`src/rtl/conv_window_sequencer.sv`:
```
// conv_window_sequencer
//
// Upstream feeder for the 4-to-1 tap mux in the convolution datapath.
// Samples arrive over a valid/ready handshake and are shifted into a
// 4-deep sliding window (i0 = oldest, i3 = newest). Once the window holds
// four samples, every newly accepted sample triggers a sweep of the tap
// select {s1,s0} from 0 to 3, so the mux presents the taps one at a time
// to the downstream multiply-accumulate.
//
// Ports:
//   clk          system clock, rising edge
//   rst_n        asynchronous active-low reset
//   clear        synchronous window flush (wins over a simultaneous accept)
//   in_valid     upstream sample valid
//   in_data      upstream sample, WIDTH bits
//   in_ready     block can accept a sample this cycle (low during a sweep)
//   tap_ready    downstream accepts the current tap
//   i0..i3       window taps to the mux, WIDTH bits each
//   s1, s0       tap select to the mux
//   tap_valid    current select/tap is valid
//   tap_last     current tap is tap 3 of the sweep
//   window_full  window holds 4 valid samples
module conv_window_sequencer #(
  parameter int WIDTH = 1
) (
  input  logic             clk,
  input  logic             rst_n,
  input  logic             clear,
  input  logic             in_valid,
  input  logic [WIDTH-1:0] in_data,
  output logic             in_ready,
  input  logic             tap_ready,
  output logic [WIDTH-1:0] i0,
  output logic [WIDTH-1:0] i1,
  output logic [WIDTH-1:0] i2,
  output logic [WIDTH-1:0] i3,
  output logic             s1,
  output logic             s0,
  output logic             tap_valid,
  output logic             tap_last,
  output logic             window_full
);

  typedef enum logic [1:0] {
    FILL  = 2'd0,
    WAIT  = 2'd1,
    SWEEP = 2'd2
  } state_t;

  state_t     state_q;
  state_t     state_d;
  logic [1:0] fill_q;
  logic [1:0] fill_d;
  logic [1:0] sel_q;
  logic [1:0] sel_d;
  logic       full_d;
  logic       tap_valid_d;
  logic       tap_last_d;
  logic       shift;
  logic       accept;

  // Ready is decoded straight from the state so a sweep can never see its
  // window change underneath it.
  assign in_ready = (state_q != SWEEP);
  assign accept   = in_valid && in_ready;
  assign sel_q    = {s1, s0};

  // State and fill-count register.
  always_ff @(posedge clk or negedge rst_n) begin
    if (!rst_n) begin
      state_q <= FILL;
      fill_q  <= 2'd0;
    end else begin
      state_q <= state_d;
      fill_q  <= fill_d;
    end
  end

  // Next-state and next-output decode. clear is checked first so that it
  // drops any sample offered in the same cycle and aborts a running sweep.
  always_comb begin
    state_d     = state_q;
    fill_d      = fill_q;
    sel_d       = sel_q;
    full_d      = window_full;
    tap_valid_d = tap_valid;
    tap_last_d  = tap_last;
    shift       = 1'b0;

    if (clear) begin
      state_d     = FILL;
      fill_d      = 2'd0;
      sel_d       = 2'd0;
      full_d      = 1'b0;
      tap_valid_d = 1'b0;
      tap_last_d  = 1'b0;
    end else begin
      case (state_q)
        FILL: begin
          if (accept) begin
            shift = 1'b1;
            if (fill_q == 2'd3) begin
              // Fourth sample: window is now full, start the first sweep.
              fill_d      = 2'd0;
              full_d      = 1'b1;
              state_d     = SWEEP;
              sel_d       = 2'd0;
              tap_valid_d = 1'b1;
              tap_last_d  = 1'b0;
            end else begin
              fill_d = fill_q + 2'd1;
            end
          end
        end

        WAIT: begin
          if (accept) begin
            shift       = 1'b1;
            state_d     = SWEEP;
            sel_d       = 2'd0;
            tap_valid_d = 1'b1;
            tap_last_d  = 1'b0;
          end
        end

        SWEEP: begin
          // The index only moves when the downstream takes the tap.
          if (tap_ready) begin
            if (sel_q == 2'd3) begin
              state_d     = WAIT;
              sel_d       = 2'd0;
              tap_valid_d = 1'b0;
              tap_last_d  = 1'b0;
            end else begin
              sel_d      = sel_q + 2'd1;
              tap_last_d = (sel_q == 2'd2);
            end
          end
        end

        default: begin
          state_d     = FILL;
          fill_d      = 2'd0;
          sel_d       = 2'd0;
          full_d      = 1'b0;
          tap_valid_d = 1'b0;
          tap_last_d  = 1'b0;
        end
      endcase
    end
  end

  // Registered outputs and the sliding window. The window is deliberately
  // not zeroed by clear; only reset wipes it.
  always_ff @(posedge clk or negedge rst_n) begin
    if (!rst_n) begin
      i0          <= '0;
      i1          <= '0;
      i2          <= '0;
      i3          <= '0;
      s1          <= 1'b0;
      s0          <= 1'b0;
      tap_valid   <= 1'b0;
      tap_last    <= 1'b0;
      window_full <= 1'b0;
    end else begin
      s1          <= sel_d[1];
      s0          <= sel_d[0];
      tap_valid   <= tap_valid_d;
      tap_last    <= tap_last_d;
      window_full <= full_d;
      if (shift) begin
        i0 <= i1;
        i1 <= i2;
        i2 <= i3;
        i3 <= in_data;
      end
    end
  end

endmodule
```
`config.mk`:
```
export PLATFORM = sky130hd
export DESIGN_NAME = conv_window_sequencer
export DESIGN_NICKNAME = d
export VERILOG_FILES = /design/src/rtl/conv_window_sequencer.sv
export SDC_FILE = /design/constraint.sdc
export NUM_CORES = 1
export LEC_CHECK = 0
export ABC_AREA = 1
export BUFFER_PORTS_ARGS = -buffer_cell sky130_fd_sc_hd__buf_2
export CAP_MARGIN = 25
export CELL_PAD_IN_SITES_DETAIL_PLACEMENT = 1
export CELL_PAD_IN_SITES_GLOBAL_PLACEMENT = 1
export CORE_MARGIN = 4
export CORE_UTILIZATION = 41
export CTS_CLUSTER_DIAMETER = 50
export DETAILED_ROUTE_END_ITERATION = 12
export GPL_TIMING_DRIVEN = 0
export PLACE_DENSITY_LB_ADDON = 0.1
export SYNTH_ARGS = -nofsm -noshare
export SYNTH_HDL_FRONTEND = slang
export SYNTH_SLANG_ARGS = --single-unit
```
`constraint.sdc`:
```
create_clock -name clk -period 3.6 [get_ports clk]
set_input_delay 0.9 -clock clk [delete_from_list [all_inputs] [get_ports clk]]
set_output_delay 0.9 -clock clk [all_outputs]
set_load 0.01 [all_outputs]
```
# After elaboration in Yosys (flattened, before gate mapping)
# Index checks and enable logic that the tools add are counted.
word_totals:
  memories: 0
  mem_bits_ro: 0
  latchBits: 0
  reg_bits: 13
  out_inout_bits: 10
  ram_bits: 0
  in_bits: 6
classes:
  add_sub_neg: 2
  n_lt_le_gt_ge: 0
  reduce_logical: 8
  n_div: 0
  muxes: 37
  shifts: 0
  bitwise: 0
  n_eq_ne: 12
  n_mul: 0
ops:
  columns: ["operator", "n"]
  rows:
  - ["$mux 2", 15]
  - ["$mux 1", 16]
  - ["$ne 3x3->1 const B", 5]
  - ["$pmux 2 s3", 2]
  - ["$eq 2x2->1 const B", 4]
  - ["$pmux 1 s3", 2]
  - ["$reduce_and 5->1", 1]
  - ["$add 2x1->2 const B", 2]
  - ["$pmux 2 s2", 1]
  - ["$reduce_and 4->1", 1]
  - ["$reduce_or 2->1", 2]
  - ["$reduce_and 3->1", 1]
  - ["$eq 2x1->1 const B", 1]
  - ["$logic_not 2->1", 1]
  - ["$ne 2x1->1 const B", 1]
  - ["$ne 2x2->1 const B", 1]
  - ["$pmux 1 s2", 1]
  - ["$reduce_and 2->1", 1]
  - ["$logic_and 1x1->1", 1]

# Longest topological paths before layout
logic_depth:
  depth_word: 5
  mapped_depth: 8

# Least setup slack after synthesis
# Ideal clock, no wire load.
synth_timing:
  path_type: "flip-flop to output port"
  start: "register state_q[1]"
  end: "output in_ready"
  t_arrival_ns: 0.806
  required_ns: 2.700
  slack_ns: 1.894
  path_stages_with_launch: 3
  n_path_buf: 0
  cell_sequence: "dfrtp_1 -> ha_1 -> inv_2"
synth_via:
  elab_chain_len: 1
synth_lines:
  columns: ["item", "line", "text"]
  rows:
  - ["start, declared", "50", "state_t state_q;"]
  - ["start signal, assigned", "74", "state_q <= state_d;"]
  - ["$ne 2x2->1", "64", "assign in_ready = (state_q != SWEEP);"]
  - ["end, declared", "31", "output logic in_ready,"]
# No other way between the ends.

# Worst setup path in the final report
layout_timing:
  start: "register state_q[0]"
  end: "output in_ready"
# Same word-level chain as after synthesis.

==> out/metrics.cfg <==
[outcome]
status = complete, no violations

[clock_network]
clockBufferDepth = 2
cts_tree = built
path_clk_slew_ns = 0.08
clock_sinks = 12
cts-hold-fix-buffers = 0
post_cts_buffers = 0
post_cts_resize_count = 0
cts_inserted_buffers = 3
cts.root.buffer_cell = clkbuf_4
htreeDepth = 1
clk_latency_ns = 0.27

[sta]
max_freq_ghz = 0.4661
fin_tns_setup_ns = 0
rsz0062_at_grt = false
worst_slew_pin_slew_ns = 0.3797
hold_violations = 0
setup_violations = 0
slew_headroom_pct = 74.61
min_period_ns = 2.145
fin_worst_skew_ns = 0.008866
finalCritPeriodShare_pct = 59.59
slew_viol_final = 0

[critical_path]
cp.required_ns = 2.70
worstReg2RegEnd = i3
cp.arrival_ns = 1.25
slowest_stage = dfrtp_1
crit_chain = inv_1 > ha_1 > inv_2 > buf_2
cpPeakStageDelay_ns = 0.40
r2r_slack_ns = 2.07
worstSetupEndpoint = in_ready
worst_setup_path_start_kind = flip-flop
startpoint = state_q[0]
crit_type = flip-flop to primary output
end_kind = primary output
r2r_cells = 5
cp_max_fo = 3
reg2reg_from = state_q[1]

[placement]
place_congestion = 0.7373
dp_hpwl_um = 1257
numPortBuffers = 15
dp_cells = 112

[floorplanning]
fp.dieH_um = 49.82
core_area_um2 = 1577
start_util_pct = 45.48
std_cell_rows = 14
dieArea_um2 = 2482
pin_count = 16
fp.dieW_um = 49.82

[yosys]
ys_ff_latch = 12
synthMuxAreaShare_pct = 0
avgSynthCellArea_um2 = 8.851
yosysUniqueCellTypes = 20
synth_nets = 93
synthCells = 81
ys_top_cells_by_area = dfrtp_1 (42%), ha_1 (10%), nand2_1 (9.9%)
synth_seq_area_share_pct = 41.88
synthFlopType = dfrtp_1
synth_commonest_cells = nand2_1 (19), dfrtp_1 (12), inv_1 (12)
yosysMostFrequentCell = nand2_1
synthSimpleGateAreaFrac_pct = 28.10
synth_top_area_share_pct = 41.88
yosys.area.top_type = dfrtp_1
syn_area_um2 = 716.9
synthAdderAreaFrac_pct = 10.47
yosys_warnings = 0
async_flop_share_pct = 100.0
synth_compound_area_share_pct = 12.22
synth_edf_count = 0
synth_top_family_by_area = simple AND/OR/NAND/NOR gates
synth_xor_area_share_pct = 0

[detailed_routing]
postRouteAntennaNets = 0
avgViaCountPerCell = 5.172
num_vias = 600
drt_pre_antenna_iters = 4
wl_per_cell_um = 13.03
wl_um = 1511
post-route-drc-count = 0
first_iter_violations = 2

[global_routing]
grt_pass1_vias = 687
grt_pass1_wl_um = 2822
grt-ovfl-total = 0
grt_max_degree = 13
antenna_found_initial = 0
grt_use_total_pct = 14.70

[run]
drv_cap = 0

[cells_and_area]
n_antenna_cell = 0
fin_util_pct = 53.81
nets = 113
drive_gt1_share_pct = 34.00
area_growth_pct = 18.32
fill_cells = 208
layoutNonFillerInstCount = 116

[pwr]
p_leak_uw = 0.0004677
finalPower_uw = 560.1
p_seq_share_pct = 37.2
internal_power_uw = 329.3
p_sw_uw = 230.8
pwr_density_cell_nw_per_um2 = 660.2
combPwrFrac_pct = 44.0
power.share.clock_pct = 18.8
p_sw_share_pct = 41.21
ir_drop_v = 0.0003545

[hold_path]
hp-class = input pin to asynchronous set/reset pin

[cell families after synthesis]
| family | after synthesis |
|---|---|
| buffers and inverters | 14 |
| AO/OA/AOI/OAI | 13 |
| AND/OR/NAND/NOR | 36 |
| flip-flops | 12 |
| adder cells (fa/ha/maj) | 6 |
[sequential cells by signal, indices dropped and copies added, names as in the netlist]
register	count
fill_q	2
state_q	2
i0	1
i1	1
i2	1
i3	1
s0	1
s1	1
tap_last	1
window_full	1
[metrics by stage]
| step | hold WS [ns] | worst slack (ns) | area [um2] |
|---|---|---|---|
| finish | 0.4870 | 1.455 | 848.3 |
| floorplan | 0.4570 | 1.894 | 716.9 |
| global placement | 0.4691 | 1.779 | 812.0 |
| CTS | 0.4898 | 1.433 | 848.3 |
| detailed placement | 0.4780 | 1.730 | 812.0 |
| global route | 0.4950 | 1.352 | 848.3 |
[routing by layer]
layer	part of all wire [%]	global-route usage [%]	vias to the layer above	routed length, um
met5	0	0	-	0
met4	0.99	4.147	0	15
met3	3.2	4.217	2	49
met2	55	27.31	13	830
met1	41	15.95	291	615
li1	-	-	294	-
[worst min path at each step]
stage	from	slack [ns]	end	cells past startpoint
after floorplan	fill_q[1]	0.46	fill_q[1]	2
after global placement	i0	0.47	i0	2
after detailed placement	tap_last	0.48	tap_last	2
after CTS	rst_n	0.49	fill_q[0]	1
after global routing	rst_n	0.50	fill_q[0]	1
final	rst_n	0.49	i0	1
[power groups by stage]
stage                     registers [uW]  logic (uW)  clock network, uW
after CTS                            209         254                107
after detailed placement             210         251                  0
final                                208         246                105
after floorplan                      223         151                  0
after global placement               208         235                  0
after global routing                 216         281                117
[final cells by class]
cell class | instances | area (um2) | share of cell area [%]
Clock buffer | 4 | 36.28 | 4.277
Inverter | 14 | 52.55 | 6.195
Timing Repair Buffer | 15 | 75.07 | 8.850
Tap cell | 16 | 20.02 | 2.360
Sequential cell | 12 | 300.3 | 35.40
Multi-Input combinational cell | 55 | 364.1 | 42.92
[cells in the final DEF (no fill, tap or decap), types with 2 or more instances in the layout]
cell       n
clkbuf_4   3
nor2_1     3
nand4_1    3
inv_1     12
o21ai_2    4
nor2_2     2
buf_2     15
nand2_4    2
nor2_4     2
dfrtp_1   12
ha_1       6
inv_2      2
nand2_1   19
o21ai_0    2
a21oi_1    3
o21ai_1    3
[worst max-delay path, delay by kind of cell (launching register included)]
kind / cells / cell delay, ns
adder cells (fa/ha/maj): 1 / 0.28
flip-flops: 1 / 0.40
buffers and inverters: 3 / 0.30
Power figures use the tool's default switching activity.
